===== src/rtl/ffs_pkg.sv =====
// rtl/ffs_pkg.sv - shared widths and mode encodings for the FFS encoder/decoder family
package ffs_pkg;

  localparam int LOG2W = 10;
  localparam int W     = 1 << LOG2W;

  localparam logic MODE_ONEHOT = 1'b0;
  localparam logic MODE_MASK   = 1'b1;

  typedef logic [LOG2W-1:0] ffs_idx_t;

endpackage


===== src/rtl/ffs_decode_stage.sv =====
// rtl/ffs_decode_stage.sv - one doubling stage: N-bit partial vector in, 2N-bit vector out
module ffs_decode_stage
  import ffs_pkg::*;
#(
  parameter int N          = 1,
  parameter int IW         = LOG2W,
  parameter bit CLEAR_DATA = 1'b0
) (
  input  logic            clk,
  input  logic            reset,
  input  logic            hold,
  input  logic            in_valid,
  input  logic [N-1:0]    in_vec,
  input  logic            in_mode,
  input  logic [IW-1:0]   in_idx,
  output logic            out_valid,
  output logic [2*N-1:0]  out_vec,
  output logic            out_mode,
  output logic [IW-1:0]   out_idx
);

  logic           valid_q, valid_d;
  logic [2*N-1:0] vec_q, vec_d;
  logic           mode_q, mode_d;
  logic [IW-1:0]  idx_q, idx_d;
  logic [N-1:0]   fill;

  always_comb begin
    valid_d = valid_q;
    vec_d   = vec_q;
    mode_d  = mode_q;
    idx_d   = idx_q;
    fill    = (in_mode == MODE_MASK) ? {N{1'b1}} : {N{1'b0}};
    if (!hold) begin
      valid_d = in_valid;
      mode_d  = in_mode;
      idx_d   = in_idx << 1;
      // Set bit: the partial result lives in the upper half; clear: lower half, upper half filled for masks.
      vec_d   = in_idx[IW-1] ? {in_vec, {N{1'b0}}} : {fill, in_vec};
    end
  end

  always_ff @(posedge clk) begin
    valid_q <= valid_d;
    vec_q   <= vec_d;
    mode_q  <= mode_d;
    idx_q   <= idx_d;
    if (reset) begin
      valid_q <= 1'b0;
      if (CLEAR_DATA) vec_q <= '0;
    end
  end

  assign out_valid = valid_q;
  assign out_vec   = vec_q;
  assign out_mode  = mode_q;
  assign out_idx   = idx_q;

endmodule


===== src/rtl/ffs_index_decoder.sv =====
// rtl/ffs_index_decoder.sv - pipelined index to one-hot / thermometer-mask decoder with global stall
module ffs_index_decoder #(
  parameter int LOG2W = ffs_pkg::LOG2W,
  localparam int W    = 1 << LOG2W
) (
  input  logic             clk,
  input  logic             reset,
  input  logic             in_valid,
  output logic             in_ready,
  input  logic [LOG2W-1:0] in_idx,
  input  logic             in_mode,
  input  logic             in_zero,
  output logic             out_valid,
  input  logic             out_ready,
  output logic [W-1:0]     out_vec
);

  logic             stall;
  logic             accept;
  logic             seed;
  logic             mode_eff;
  logic [LOG2W-1:0] idx_rev;

  assign stall    = out_valid & ~out_ready;
  assign in_ready = ~stall;
  assign accept   = in_valid & in_ready;
  assign seed     = ~in_zero;
  assign mode_eff = in_mode & ~in_zero;

  // Each doubling stage decides the finest split first, so the index LSB must be
  // consumed first; reversing once here lets every stage consume its index MSB.
  always_comb begin
    idx_rev = '0;
    for (int i = 0; i < LOG2W; i++) idx_rev[i] = in_idx[LOG2W-1-i];
  end

  for (genvar k = 0; k < LOG2W; k++) begin : g_stage
    localparam int N = 1 << k;
    logic             valid;
    logic [2*N-1:0]   vec;
    logic             mode;
    logic [LOG2W-1:0] idx;

    if (k == 0) begin : g_head
      ffs_decode_stage #(.N(1), .IW(LOG2W), .CLEAR_DATA(LOG2W == 1)) u_stage (
        .clk      (clk),
        .reset    (reset),
        .hold     (stall),
        .in_valid (accept),
        .in_vec   (seed),
        .in_mode  (mode_eff),
        .in_idx   (idx_rev),
        .out_valid(valid),
        .out_vec  (vec),
        .out_mode (mode),
        .out_idx  (idx)
      );
    end else begin : g_body
      ffs_decode_stage #(.N(N), .IW(LOG2W), .CLEAR_DATA(k == LOG2W - 1)) u_stage (
        .clk      (clk),
        .reset    (reset),
        .hold     (stall),
        .in_valid (g_stage[k-1].valid),
        .in_vec   (g_stage[k-1].vec),
        .in_mode  (g_stage[k-1].mode),
        .in_idx   (g_stage[k-1].idx),
        .out_valid(valid),
        .out_vec  (vec),
        .out_mode (mode),
        .out_idx  (idx)
      );
    end
  end

  assign out_valid = g_stage[LOG2W-1].valid;
  assign out_vec   = g_stage[LOG2W-1].vec;

  logic unused_tail;
  assign unused_tail = ^{g_stage[LOG2W-1].mode, g_stage[LOG2W-1].idx};

endmodule

===== config.mk =====
export PLATFORM = sky130hd
export DESIGN_NAME = ffs_index_decoder
export DESIGN_NICKNAME = d
export VERILOG_FILES = /design/src/rtl/ffs_pkg.sv /design/src/rtl/ffs_decode_stage.sv /design/src/rtl/ffs_index_decoder.sv
export SDC_FILE = /design/constraint.sdc
export NUM_CORES = 2
export LEC_CHECK = 0
export CORE_AREA = 2 2 561 563
export CTS_CLUSTER_SIZE = 28
export DETAILED_ROUTE_END_ITERATION = 6
export DIE_AREA = 0 0 563 565
export SYNTH_ARGS = -nofsm -noshare
export SYNTH_HDL_FRONTEND = slang
export SYNTH_SLANG_ARGS = --single-unit

===== constraint.sdc =====
create_clock -name clk -period 45.9 [get_ports clk]
set_clock_uncertainty 0.05 [all_clocks]
set_input_delay 6.885 -clock clk [delete_from_list [all_inputs] [get_ports clk]]
set_output_delay 6.885 -clock clk [all_outputs]
set_load 0.02 [all_outputs]

**Yosys cells after proc, flatten, opt, wreduce, memory -nomap -nowiden**

Cells that the tools add are included.

- Register bits: 2110
- Input bits: 16
- Output and inout bits: 1026
- Logic and storage cells: 73

- Multiplexer cells: 20
- Bitwise logic cells: 6

Operator list:

| kind | number |
|---|---|
| $mux W1024 | 1 |
| $mux W512 | 2 |
| $mux W256 | 2 |
| $mux W128 | 2 |
| $mux W64 | 2 |
| $mux W32 | 2 |
| $mux W16 | 2 |
| $mux W8 | 2 |
| $mux W4 | 2 |
| $mux W2 | 2 |
| $and A1 B1 Y1 | 3 |
| $not A1 Y1 | 3 |
| $mux W1 | 1 |

**Depth between registers and ports, before layout**

- Depth in word-level cells: 4
- Mapped depth: 7
- Mapped depth without buffers: 4

**By module**

Synthesis repeated with hierarchy kept, for this count alone.

- Cells, all modules: 7501
- Area, all modules: 87296.2 um2

By module, submodules not included:

| module | instances | cells each | area each (um2) | seq. area each (um2) |
|---|---|---|---|---|
| ffs_decode_stage at g_stage[9].g_body.u_stage | 1 | 4625 | 45234.6 | 20820.0 |
| ffs_decode_stage at g_stage[8].g_body.u_stage | 1 | 1382 | 19836.5 | 15695.1 |
| ffs_decode_stage at g_stage[7].g_body.u_stage | 1 | 699 | 10040.9 | 8007.7 |
| ffs_decode_stage at g_stage[6].g_body.u_stage | 1 | 358 | 5197.5 | 4164.0 |
| ffs_decode_stage at g_stage[5].g_body.u_stage | 1 | 187 | 2808.9 | 2242.2 |
| ffs_decode_stage at g_stage[4].g_body.u_stage | 1 | 102 | 1570.3 | 1281.2 |
| ffs_decode_stage at g_stage[3].g_body.u_stage | 1 | 59 | 967.2 | 800.8 |
| ffs_decode_stage at g_stage[2].g_body.u_stage | 1 | 37 | 668.1 | 560.5 |
| ffs_decode_stage at g_stage[1].g_body.u_stage | 1 | 27 | 503.0 | 440.4 |
| ffs_decode_stage at g_stage[0].g_head.u_stage | 1 | 20 | 432.9 | 380.4 |
| ffs_index_decoder | 1 | 5 | 36.3 | 0.0 |

**Least setup slack after synthesis**

OpenSTA, ideal clock, no wires.

- Kind: in2reg
- Start point: input port out_ready
- End point: register g_stage[0].g_head.u_stage.idx_q[1] (enable)
- Library setup time: 1.407 ns
- Arrival: 27.882 ns
- Path slack: 16.562 ns
- Cell stages on the path: 4
- Buffers on the path: 2
- Cell sequence: nor2b_2 > buf_2 > clkbuf_1 > inv_1

- Cells in the longest elaborated chain, start to end: 2

Ends and longest elaborated chain:

| what | RTL line | RTL |
|---|---|---|
| from (decl) | ffs_index_decoder.sv:14 | `input logic out_ready,` |
| $not A1 Y1 | ffs_index_decoder.sv:24 | `assign stall = out_valid & ~out_ready;` |
| $and A1 B1 Y1 | ffs_index_decoder.sv:24 |  |
| to (signal assigned) | ffs_decode_stage.sv:47 | `idx_q <= idx_d;` |
| to (decl) | ffs_decode_stage.sv:25 | `logic [IW-1:0] idx_q, idx_d;` |

No other way between the ends.
A chain may end at the register's enable or synchronous reset.

**Worst setup path after layout**

- Start point: input port out_ready
- End point: output port in_ready

- Cells in the longest elaborated chain, start to end: 3

Ends and longest elaborated chain:

| what | RTL line | RTL |
|---|---|---|
| $not A1 Y1 | ffs_index_decoder.sv:24 |  |
| $and A1 B1 Y1 | ffs_index_decoder.sv:24 |  |
| $not A1 Y1 | ffs_index_decoder.sv:25 | `assign in_ready = ~stall;` |
| to (decl) | ffs_index_decoder.sv:9 | `output logic in_ready,` |

No other way between the ends.

==> results.toml <==
[clock_tree]
cts_resized = 0
cts_root_buf = "clkbuf_16"
cts_buffers = 235
clk_pin_slew_ps = 60
clk_latency_ps = 910
clock_sinks = 2110
cts_tree = "yes"
htreeDepth = 4
cts_setup_buffers = 0
cts.path.max_buffers = 4
hold_buffers = 0

[floorplan]
coreArea_um2 = 311000
die_h_um = 565
dieWidth_um = 563
rows = 205
initial_core_util_pct = 25.0
design.die.area_um2 = 318000
ioPinCount = 1042

[timing]
rsz0062_at_grt = "false"
whs_ps = 343
setup_viol = 0
hold_viol = 0
finalCriticalPeriod_ps = 15580
setup_tns_ps = 0
relSlewSlack_pct = 12.4
tightest_slew_ps = 1310
slew_violations = 0
fin_crit_sh_pct = 33.9
max_freq_ghz = 0.0642

[worst_setup_path]
critPathSlowestCell = "clkdlybuf4s50_1"
cp_slowest_stage_delay_ps = 740
crit_buf_inv = 3
crit_required_ps = 38970
cp-end-kind = "primary output"
start_kind = "input port"
regToRegSetupSlack_ps = 41080
path_class = "in -> out"
cp_common_cell = "clkdlybuf4s50_1"
path_max_fanout = 102
cpLargestDelayFamily = "buffers and inverters"
cp_data_arrival_time_ps = 8640
cp_cell_sequence = "clkdlybuf4s50_1 -> nor2b_4 -> inv_8 -> clkdlybuf4s50_1"

[global_route]
grtUsageMet1_pct = 23.8
busiest_layer = "met2"
first_global_vias = 54200
grt_antenna_before_repair = 45
grtUsageMet2_pct = 27.4
grt_max_degree = 211
grt.met3_usage_pct = 4.21
grtUsageTotal_pct = 17.8
grt.overflow.total = 0
grt_first_pass_wirelength_um = 411000

[logic_synthesis]
ys_ff_latch = 2110
ys_types = 17
synth-seq-area-share_pct = 68.2
syn-num-nets = 7395
netlist_instances = 7379
synth_area_um2 = 77700
postSynthAreaPerCell_um2 = 10.5
ys_warn_count = 0

[cells_and_area]
drive_gt1_share_pct = 5.64
nets = 8126
syn2layout_area_growth_pct = 28.0

[pwr]
vdd_drop_max_uv = 32.3
power_density_nw_per_um2 = 43.3
total_power_mw = 4.31
p_leak_nw = 38.2

[routing]
drc = 0
ant_nets = 0
drt-total-wl_um = 298000
wl_per_cell_um = 23.9
drtPass1Iterations = 6
viasPerCell = 4.64
vias = 57800
drt_iter0_markers = 6321

[placement]
io_buffers = 1041
place_congestion = 0.867
hpwl_um = 209000

[run_status]
status = "finished clean"

[min_path]
hold_class = "reg -> reg"

[run]
drv_cap = 0
## final timing paths
path | from | end | cells after the start
max | out_ready | in_ready | 4
min | g_stage[4].g_body.u_stage.out_idx[8]$_DFFE_PN_ | g_stage[5].g_body.u_stage.out_idx[9]$_DFFE_PN_ | 0
min reg2reg | g_stage[4].g_body.u_stage.out_idx[8]$_DFFE_PN_ | g_stage[5].g_body.u_stage.out_idx[9]$_DFFE_PN_ | 0
max reg2reg | g_stage[9].g_body.u_stage.out_valid$_SDFFE_PP0N_ | g_stage[9].g_body.u_stage.out_vec[357]$_SDFFE_PP0N_ | 8
## registers in the layout, indices dropped and copies added, names as in the netlist
signal,flops
g_stage.g_head.u_stage.out_vec,2
g_stage.g_head.u_stage.out_idx,9
g_stage.g_body.u_stage.out_valid,9
g_stage.g_body.u_stage.out_vec,2044
g_stage.g_head.u_stage.out_valid,1
g_stage.g_body.u_stage.out_mode,8
g_stage.g_body.u_stage.out_idx,36
g_stage.g_head.u_stage.out_mode,1
## cell families after synthesis
logic type	after synthesis	synth area share (%)
AND/OR/NAND/NOR	3611	19.9
flip-flops	2110	68.2
AO/OA/AOI/OAI	1034	8.31
buffers and inverters	624	3.55
## layer usage
| layer | vias up | share of wire (%) |
|---|---|---|
| li1 | 26500 | - |
| met1 | 28300 | 43 |
| met2 | 2513 | 44 |
| met3 | 491 | 8.1 |
| met4 | 28 | 4.8 |
| met5 | - | 0.063 |
## power breakdown
part	switching [mW]	leakage (nW)	internal (mW)
clock network	0.815	3.99	1.14
logic	0.152	13.0	0.0821
registers	0.0679	21.2	2.05
## placed cells by master, fill, tap and decap left out, drive strengths merged
cell / instances
nor2b: 512
dfxtp: 1034
edfxtp: 1076
clkinv: 72
clkinvlp: 7
buf: 75
diode: 11
a211oi: 512
bufinv: 16
clkdlybuf4s50: 1040
nand2b: 8
nor2: 517
inv: 19
nand2: 2062
nand3: 512
a21oi: 522
clkbuf: 332
## final cells by class
cell class	count	area, um2
Fill cell	31500	212000
Sequential cell	2110	53000
Multi-Input combinational cell	4645	22000
Timing Repair Buffer	1115	11100
Clock buffer	332	6900
Tap cell	4140	5180
Clock inverter	111	1210
Inverter	3	33.8
Antenna cell	11	27.5
## per-stage QoR
stage / instances / utilization (%) / setup slack [ps] / area [um2]
floorplan: 7379 / - / 16560 / 77700
global placement: 12000 / 29.3 / 30250 / 91300
global route: 12500 / 31.9 / 30200 / 99500
detailed placement: 12000 / 29.3 / 30250 / 91300
finish: 12500 / 31.9 / 30320 / 99500
CTS: 12500 / 31.9 / 30240 / 99400
## Yosys cell counts, drive strengths merged
library cell,n,share of area [%]
nor2,517,2.5
dfxtp,1034,27
a211oi,512,4.9
inv,3,0.014
edfxtp,1076,42
nor2b,512,4.1
a21oi,522,3.4
clkbuf,305,1.5
buf,316,2.1
nand2,2062,10
nand2b,8,0.064
nand3,512,3.3
(Power assumes the default switching activity.)
